File: config.mk
export PLATFORM = sky130hd
export DESIGN_NAME = debounce_scheduler
export DESIGN_NICKNAME = d
export VERILOG_FILES = /design/src/rtl/debounce_scheduler_pkg.sv /design/src/rtl/debounce_scheduler_lane.sv /design/src/rtl/debounce_scheduler.sv
export SDC_FILE = /design/constraint.sdc
export NUM_CORES = 1
export LEC_CHECK = 0
export ABC_CLOCK_PERIOD_IN_PS = 2100
export CORE_UTILIZATION = 30
export DETAILED_ROUTE_END_ITERATION = 7
export HOLD_SLACK_MARGIN = 0.15
export SYNTH_ARGS = -nofsm -noshare
export SYNTH_HDL_FRONTEND = slang
export SYNTH_HIERARCHICAL = 1
export SYNTH_SLANG_ARGS = --single-unit
File: constraint.sdc
create_clock -name clk -period 2.1 [get_ports clk]
set_input_delay 0.42 -clock clk [delete_from_list [all_inputs] [get_ports clk]]
set_output_delay 0.42 -clock clk [all_outputs]
set_load 0.03 [all_outputs]
File: src/rtl/debounce_scheduler_pkg.sv
// Shared defaults and helpers for the button debounce scheduler.
// Imported by the lane filter and the top-level arbiter.
package debounce_scheduler_pkg;

  localparam int unsigned DEF_N_BTN    = 4;
  localparam int unsigned DEF_DEPTH    = 3;
  localparam int unsigned DEF_TICK_DIV = 50000;
  localparam int unsigned DEF_CW       = 16;

  function automatic int unsigned clog2(input int unsigned v);
    int unsigned r;
    r = 0;
    while ((32'd1 << r) < v) r++;
    return (r == 0) ? 1 : r;
  endfunction

endpackage

File: src/rtl/debounce_scheduler_lane.sv
// One button lane: 2-FF synchronizer, tick-enabled history filter,
// debounced level and a one-cycle rise strobe on the 0->1 level change.
module debounce_lane
  import debounce_scheduler_pkg::*;
#(
  parameter int unsigned DEPTH = DEF_DEPTH
) (
  input  logic clk,
  input  logic rst,
  input  logic tick,
  input  logic din,
  output logic level,
  output logic rise
);

  logic             s1;
  logic             s2;
  logic [DEPTH-1:0] hist;
  logic [DEPTH-1:0] hist_n;

  assign hist_n = {hist[DEPTH-2:0], s2};
  assign rise   = tick & ~level & (&hist_n);

  always_ff @(posedge clk or negedge rst) begin
    if (!rst) begin
      s1 <= 1'b0;
      s2 <= 1'b0;
    end else begin
      s1 <= din;
      s2 <= s1;
    end
  end

  always_ff @(posedge clk or negedge rst) begin
    if (!rst) begin
      hist  <= '0;
      level <= 1'b0;
    end else if (tick) begin
      hist <= hist_n;
      if (&hist_n)
        level <= 1'b1;
      else if (~|hist_n)
        level <= 1'b0;
    end
  end

endmodule

File: src/rtl/debounce_scheduler.sv
// Debounces N_BTN buttons on a shared sample tick, queues presses and
// offers them one at a time over valid/ready with round-robin order.
module debounce_scheduler
  import debounce_scheduler_pkg::*;
#(
  parameter int unsigned N_BTN    = DEF_N_BTN,
  parameter int unsigned DEPTH    = DEF_DEPTH,
  parameter int unsigned TICK_DIV = DEF_TICK_DIV,
  parameter int unsigned CW       = DEF_CW
) (
  input  logic                      clk,
  input  logic                      rst,
  input  logic [N_BTN-1:0]          btn_in,
  output logic [N_BTN-1:0]          btn_level,
  output logic                      evt_valid,
  output logic [clog2(N_BTN)-1:0]   evt_id,
  input  logic                      evt_ready,
  output logic                      overflow,
  input  logic                      ovf_clr
);

  localparam int unsigned IW = clog2(N_BTN);

  logic [CW-1:0]    cnt;
  logic             tick;
  logic [N_BTN-1:0] rise;
  logic [N_BTN-1:0] pending;
  logic [N_BTN-1:0] clr;
  logic [N_BTN-1:0] cand;
  logic [IW-1:0]    rr_ptr;
  logic [IW-1:0]    pick;
  logic             found;
  logic             hs;
  logic             load;
  logic             ovf_set;

  assign tick = (cnt == CW'(TICK_DIV - 1));

  always_ff @(posedge clk or negedge rst) begin
    if (!rst)
      cnt <= '0;
    else if (tick)
      cnt <= '0;
    else
      cnt <= cnt + 1'b1;
  end

  for (genvar g = 0; g < N_BTN; g++) begin : g_lane
    debounce_lane #(
      .DEPTH (DEPTH)
    ) u_lane (
      .clk   (clk),
      .rst   (rst),
      .tick  (tick),
      .din   (btn_in[g]),
      .level (btn_level[g]),
      .rise  (rise[g])
    );
  end

  assign hs   = evt_valid & evt_ready;
  assign load = ~evt_valid | hs;

  always_comb begin
    clr = '0;
    if (hs)
      clr[evt_id] = 1'b1;
  end

  // A new press on the lane being accepted survives as a fresh pending.
  assign ovf_set = |(rise & pending & ~clr);
  assign cand    = pending & ~clr;

  always_comb begin
    found = 1'b0;
    pick  = '0;
    for (int k = 0; k < int'(N_BTN); k++) begin
      if (!found && cand[(int'(rr_ptr) + k) % int'(N_BTN)]) begin
        found = 1'b1;
        pick  = IW'((int'(rr_ptr) + k) % int'(N_BTN));
      end
    end
  end

  always_ff @(posedge clk or negedge rst) begin
    if (!rst) begin
      pending <= '0;
      overflow <= 1'b0;
    end else begin
      pending <= cand | rise;
      if (ovf_set)
        overflow <= 1'b1;
      else if (ovf_clr)
        overflow <= 1'b0;
    end
  end

  always_ff @(posedge clk or negedge rst) begin
    if (!rst) begin
      evt_valid <= 1'b0;
      evt_id    <= '0;
      rr_ptr    <= '0;
    end else begin
      if (load) begin
        evt_valid <= found;
        if (found)
          evt_id <= pick;
      end
      if (hs)
        rr_ptr <= (evt_id == IW'(N_BTN - 1)) ? '0 : evt_id + 1'b1;
    end
  end

endmodule

==> results of run 1 <==
==> per-layer routing <==
metal  GRT usage  wire length, µm  up-vias
met3      0.0317              179        6
met4      0.0484               59        0
met5           0                0        -
met1       0.158             1910      774
li1            -                -      761
met2       0.199             1970       40
==> power breakdown <==
group	switching, mW	internal (mW)	total [mW]
clock	0.263	0.229	0.493
sequential	0.00701	0.893	0.900
combinational	0.0201	0.0128	0.0329
==> cells in the mapped netlist (all sizes together) (5+ instances only) <==
master	count	area [µm²]
mux2	9	101
a21oi	5	28.8
nand2	13	48.8
nor2	15	63.8
ha	5	62.6
a31oi	5	31.3
xor2	7	61.3
nor4b	6	113
nand3	15	80.1
dfrtp	46	1150
inv	6	22.5
xnor2	5	43.8
==> critical path, stage by stage, from the launching register on <==
cell,delay (ns)
dfrtp_1,0.40
nand3_2,0.13
or4_1,0.53
nor2_4,0.19
buf_4,0.17
nand3_1,0.09
nor3b_2,0.19
a21oi_1,0.10
nand3_1,0.08
==> metrics by stage <==
step	power [mW]	hold slack [ns]	util
final	1.43	0.198	0.366
after global routing	1.49	0.272	0.366
after CTS	1.46	0.231	0.365
after detailed placement	0.952	0.335	0.354
after global placement	0.952	0.333	0.354
after floorplan	0.920	0.124	-
==> worst max-delay path by stage <==
stage / startpoint / end / slack (ns) / cells past startpoint
2_1_floorplan: cnt[6]$_DFF_PN0_ / overflow$_DFFE_PN0P_ / 0.02 / 7
5_1_grt: cnt[0]$_DFF_PN0_ / overflow$_DFFE_PN0P_ / -0.0002 / 9
6_report: cnt[8]$_DFF_PN0_ / overflow$_DFFE_PN0P_ / 0.16 / 8
3_5_place_dp: evt_ready / evt_id[0]$_DFFE_PN0P_ / 0.06 / 5
3_3_place_gp: evt_ready / evt_id[0]$_DFFE_PN0P_ / 0.05 / 5
4_1_cts: cnt[8]$_DFF_PN0_ / overflow$_DFFE_PN0P_ / 0.14 / 8
==> flip-flops by register name, indices dropped and copies added (netlist names) <==
register / flops
cnt: 16
pending: 4
g_lane.u_lane/level: 4
g_lane.u_lane/s2: 4
evt_id: 2
g_lane.u_lane/s1: 4
rr_ptr: 2
g_lane.u_lane/hist: 8
evt_valid: 1
overflow: 1
==> cells by family after synthesis <==
group	synth area share
DFF	0.511
AOI/OAI and AO/OA	0.100
adders and majority gates	0.0278
xor gates and xnor gates	0.0466
and+or+nand+nor	0.255
muxes	0.0450
buffers and inverters	0.0144
==> final cells by class <==
class | instances | area (µm²) | share of cell area
sequential | 46 | 1150 | 0.434
multi-input combinational | 139 | 1080 | 0.406
timing repair buffer | 21 | 203 | 0.0764
tap | 99 | 124 | 0.0467
clock buffer | 7 | 76.3 | 0.0288
inverter | 6 | 22.5 | 0.00849
==> repair_timing <==
item | in CTS | in global routing
setup endpoints to repair | 0 | 1
endpoints found under the hold margin | 0 | 0
gates resized for setup | 0 | 1
==> impl_metrics.ini, run 1 <==
[run_status]
outcome = finished clean

[worst_setup_path]
critPathKind = register to register
r2r_start = cnt[8]$_DFF_PN0_
crit_fanout = 6
cp-end-kind = register
r2r_slack_ns = 0.16
rr_endpoint = overflow$_DFFE_PN0P_
cp.required_ns = 2.33
cp-start-kind = register
r2r_cells = 8
worstPathArrival_ns = 2.16

[route]
routed_wl_um = 4120
drt_iter0_drc = 75
vias_per_cell = 4.97
postRouteAntennaNets = 0
post-route-drc-count = 0
vias = 1581
drtPass1Iterations = 4
wire_per_inst_um = 12.9

[timing]
hold_viol_final = 0
fin_crit_sh = 0.922
finalClockSkew_ns = 0.00237
tightest_slew_ns = 0.581
setup_slack_ns = 0.164
min_period_ns = 1.94
fmaxAchievable_mhz = 517
slew_headroom = 0.613
setup_violations = 0
drv_slew = 0
tns_ns = 0

[cts]
htree_levels = 2
clock_path_buffers = 2
clk-insertion-delay-late_ns = 0.29
cts_buffers = 5
cts.clk_slew.worst_paths_ns = 0.08
root_buffer = clkbuf_8
clkSinkCount = 46
ctsHoldBuffers = 0
cts_tree = built
post-cts-setup-buffer-count = 0

[global_route]
grt_start_max_net_pins = 47
grt_pass1_wl_um = 7380
grt_pass1_vias = 1553
grt_overflow = 0
grt_usage = 0.123
antenna_found_initial = 0

[yosys]
postSynth.asyncResetShare = 1.00
ys_seq_elements = 46
ys_seq_area_frac = 0.511
mappedNetlistArea_um2 = 2250
yosysWarnings = 6
avgSynthCellArea_um2 = 11.7
synth_ff_type = dfrtp_1
ys_types = 50
syn_nets = 206
syn_inst = 193
synth_edf_count = 0

[flow_run]
drv_cap = 0

[power]
ir_worst_vdd_uv = 245
power_density_nw_per_um2 = 537
total_leakage_power_nw = 1.11

[placed_design]
hpwl_um = 2980
dpl_worst_slack_ns = 0.0638
placedInstanceArea_um2 = 2570
port_buffers = 15
placed_cells = 311
place_congestion = 0.900

[final_layout]
drive_gt1_frac = 0.151
nets = 232
diodes = 0
area_growth_pct = 17.7
fillers = 731
final_area_um2 = 2650
fin_cells = 318
layout_common_cells = 46 x dfrtp_1, 14 x nand3_1, 14 x nor2_1, 14 x clkdlybuf4s50_1, 13 x nand2_1
final_common_cell = dfrtp_1

[floorplan]
die_h_um = 88.7
io-pin-count = 16
num_rows = 31
floorplan.initialDensity = 0.311
chipWidth_um = 88.7
die_area_um2 = 7860
coreArea_um2 = 7250

[min_path]
hp-class = input pin to async pin
(Power assumes the default switching activity.)
==> run 2: changes to the inputs <==
--- a/config.mk
+++ b/config.mk
@@ -9,6 +9,8 @@
 export CORE_UTILIZATION = 30
 export DETAILED_ROUTE_END_ITERATION = 7
 export HOLD_SLACK_MARGIN = 0.15
+export MAX_ROUTING_LAYER = met4
+export SETUP_SLACK_MARGIN = 0.05
 export SYNTH_ARGS = -nofsm -noshare
 export SYNTH_HDL_FRONTEND = slang
 export SYNTH_HIERARCHICAL = 1
==> run 2 against run 1 <==
Worst hold slack improved by 0.15 ns. Non-clock buffer count up 5. Power is 1.3% higher. Critical path depth down 7. Critical endpoint is now evt_valid. Setup slack worse by 0.011 ns. Sequential power hardly changed.
==> impl_metrics.ini, run 2 (same netlist as run 1, synthesis figures left out) <==
[run_status]
outcome = finished clean

[timing]
hold_viol_final = 0
rsz0062_at_grt = no
holdWs_ns = 0.352
tightest_slew_ns = 0.511
setup_violations = 0
fin_crit_sh = 0.927
tns_ns = 0
drv_slew = 0
finalClockSkew_ns = 0.00585
fmaxAchievable_mhz = 514
min_period_ns = 1.95
slew_headroom = 0.659

[cts]
cts_buffers = 5
clk-insertion-delay-late_ns = 0.30
htree_levels = 2
clock_path_buffers = 2
root_buffer = clkbuf_8
cts.clk_slew.worst_paths_ns = 0.08
cts_tree = built
clkSinkCount = 46

[floorplan]
io-pin-count = 16
die_h_um = 88.7
die_area_um2 = 7860
chipWidth_um = 88.7
num_rows = 31
floorplan.initialDensity = 0.311
coreArea_um2 = 7250

[global_route]
grt_pass1_wl_um = 7420
grt_pass1_vias = 1632
grt_usage = 0.128
antenna_found_initial = 0
grt_overflow = 0
grt_start_max_net_pins = 27

[route]
vias_per_cell = 5.03
drtPass1Iterations = 4
wire_per_inst_um = 13.3
routed_wl_um = 4310
post-route-drc-count = 0
drt_iter0_drc = 75
vias = 1625
postRouteAntennaNets = 0

[min_path]
hp-class = register to register

[power]
clock_power_share = 0.351
internal_power_mw = 1.14
p_switching_mw = 0.305
total_leakage_power_nw = 1.14
ir_worst_vdd_uv = 346
finalPower_mw = 1.44
combPwrFrac = 0.026
seqPwrFrac = 0.623
swShare = 0.211
power_density_nw_per_um2 = 526

[worst_setup_path]
path_buf_inv = 1
path_delay_family = buffers and inverters
cp-start-kind = register
critPathSlowestCell = clkdlybuf4s50_1
crit_fanout = 10
critPathMaxStageDelay_ns = 0.73
critPathKind = register to primary output
cp-end-kind = primary output
worstPathArrival_ns = 1.53
crit_chain = clkdlybuf4s50_1
cp.required_ns = 1.68

[final_layout]
reg_top3 = cnt x16, g_lane.u_lane/hist x8
final_area_um2 = 2740
final_common_cell = dfrtp_1
layout_common_cells = 46 x dfrtp_1, 14 x nor2_1, 14 x clkdlybuf4s50_1
largest_reg_flops = 16
area_growth_pct = 21.7
fin_util = 0.378
top_register = cnt
seq_area_um2 = 1150
nets = 237
diodes = 0
drive_gt1_frac = 0.179
multi_input_area_um2 = 1100
fillers = 726

[placed_design]
placedInstanceArea_um2 = 2580
hpwl_um = 2920
port_buffers = 15
place_congestion = 0.855

[flow_run]
drv_cap = 0
run 2: changes by cell type in the layout (fill, tap and decap cells not counted), sizes merged:
cell and change:
buf +3, clkbuf +1, dlygate4sd3 +1
run 2: path summary, 6_finish.rpt:
check | endpoint | start | slack (ns) | cells past startpoint
worst max-delay path | evt_valid | evt_valid$_DFFE_PN0P_ | 0.15 | 1
worst min-delay path | g_lane[0].u_lane/s2$_DFF_PN0_ | g_lane[0].u_lane/s1$_DFF_PN0_ | 0.35 | 0
worst max register to register | g_lane[3].u_lane/hist[1]$_DFFE_PN0P_ | cnt[8]$_DFF_PN0_ | 0.21 | 6
worst min register to register | g_lane[0].u_lane/s2$_DFF_PN0_ | g_lane[0].u_lane/s1$_DFF_PN0_ | 0.35 | 0
max in group asynchronous | evt_id[0]$_DFFE_PN0P_ | rst | 0.96 | 3
min in group asynchronous | cnt[9]$_DFF_PN0_ | rst | 0.63 | 2
run 2: per-stage QoR:
step | worst slack (ns) | std cells
final | 0.154 | 323
after global routing | 0.0646 | 323
after CTS | 0.138 | 318
after detailed placement | 0.0853 | 310
after global placement | 0.0768 | 310
after floorplan | 0.0684 | 193
run 2: final cells by class:
class / count / share of cell area
sequential: 46 / 0.420
multi-input combinational: 139 / 0.400
clock buffer: 7 / 0.0278
inverter: 6 / 0.00821
tap: 99 / 0.0452
timing repair buffer: 26 / 0.0995
run 2: per-layer routing:
metal,share of wire,GRT usage
met1,0.47,0.159
met2,0.47,0.192
met3,0.040,0.0317
met4,0.019,0.0674
met5,0,-
run 2: worst register-to-register path, delay by kind of cell (launching register included):
family / cells / cell delay, ns
flops: 1 / 0.39
simple gates: 3 / 0.79
buf+inv: 2 / 0.28
mux: 1 / 0.31
run 2: power groups by stage:
stage	Clock, mW	Combinational [mW]	Sequential, mW
finish	0.506	0.0381	0.900
global route	0.562	0.0436	0.901
CTS	0.532	0.0397	0.900
detailed placement	0	0.0382	0.917
global placement	0	0.0383	0.917
floorplan	0	0.00377	0.916
run 2: what timing repair did:
action	in CTS	in global routing
endpoints found under the hold margin	20	0
setup buffers	0	4
hold buffers	1	0
setup endpoints to repair	0	15
gates resized for setup	0	4
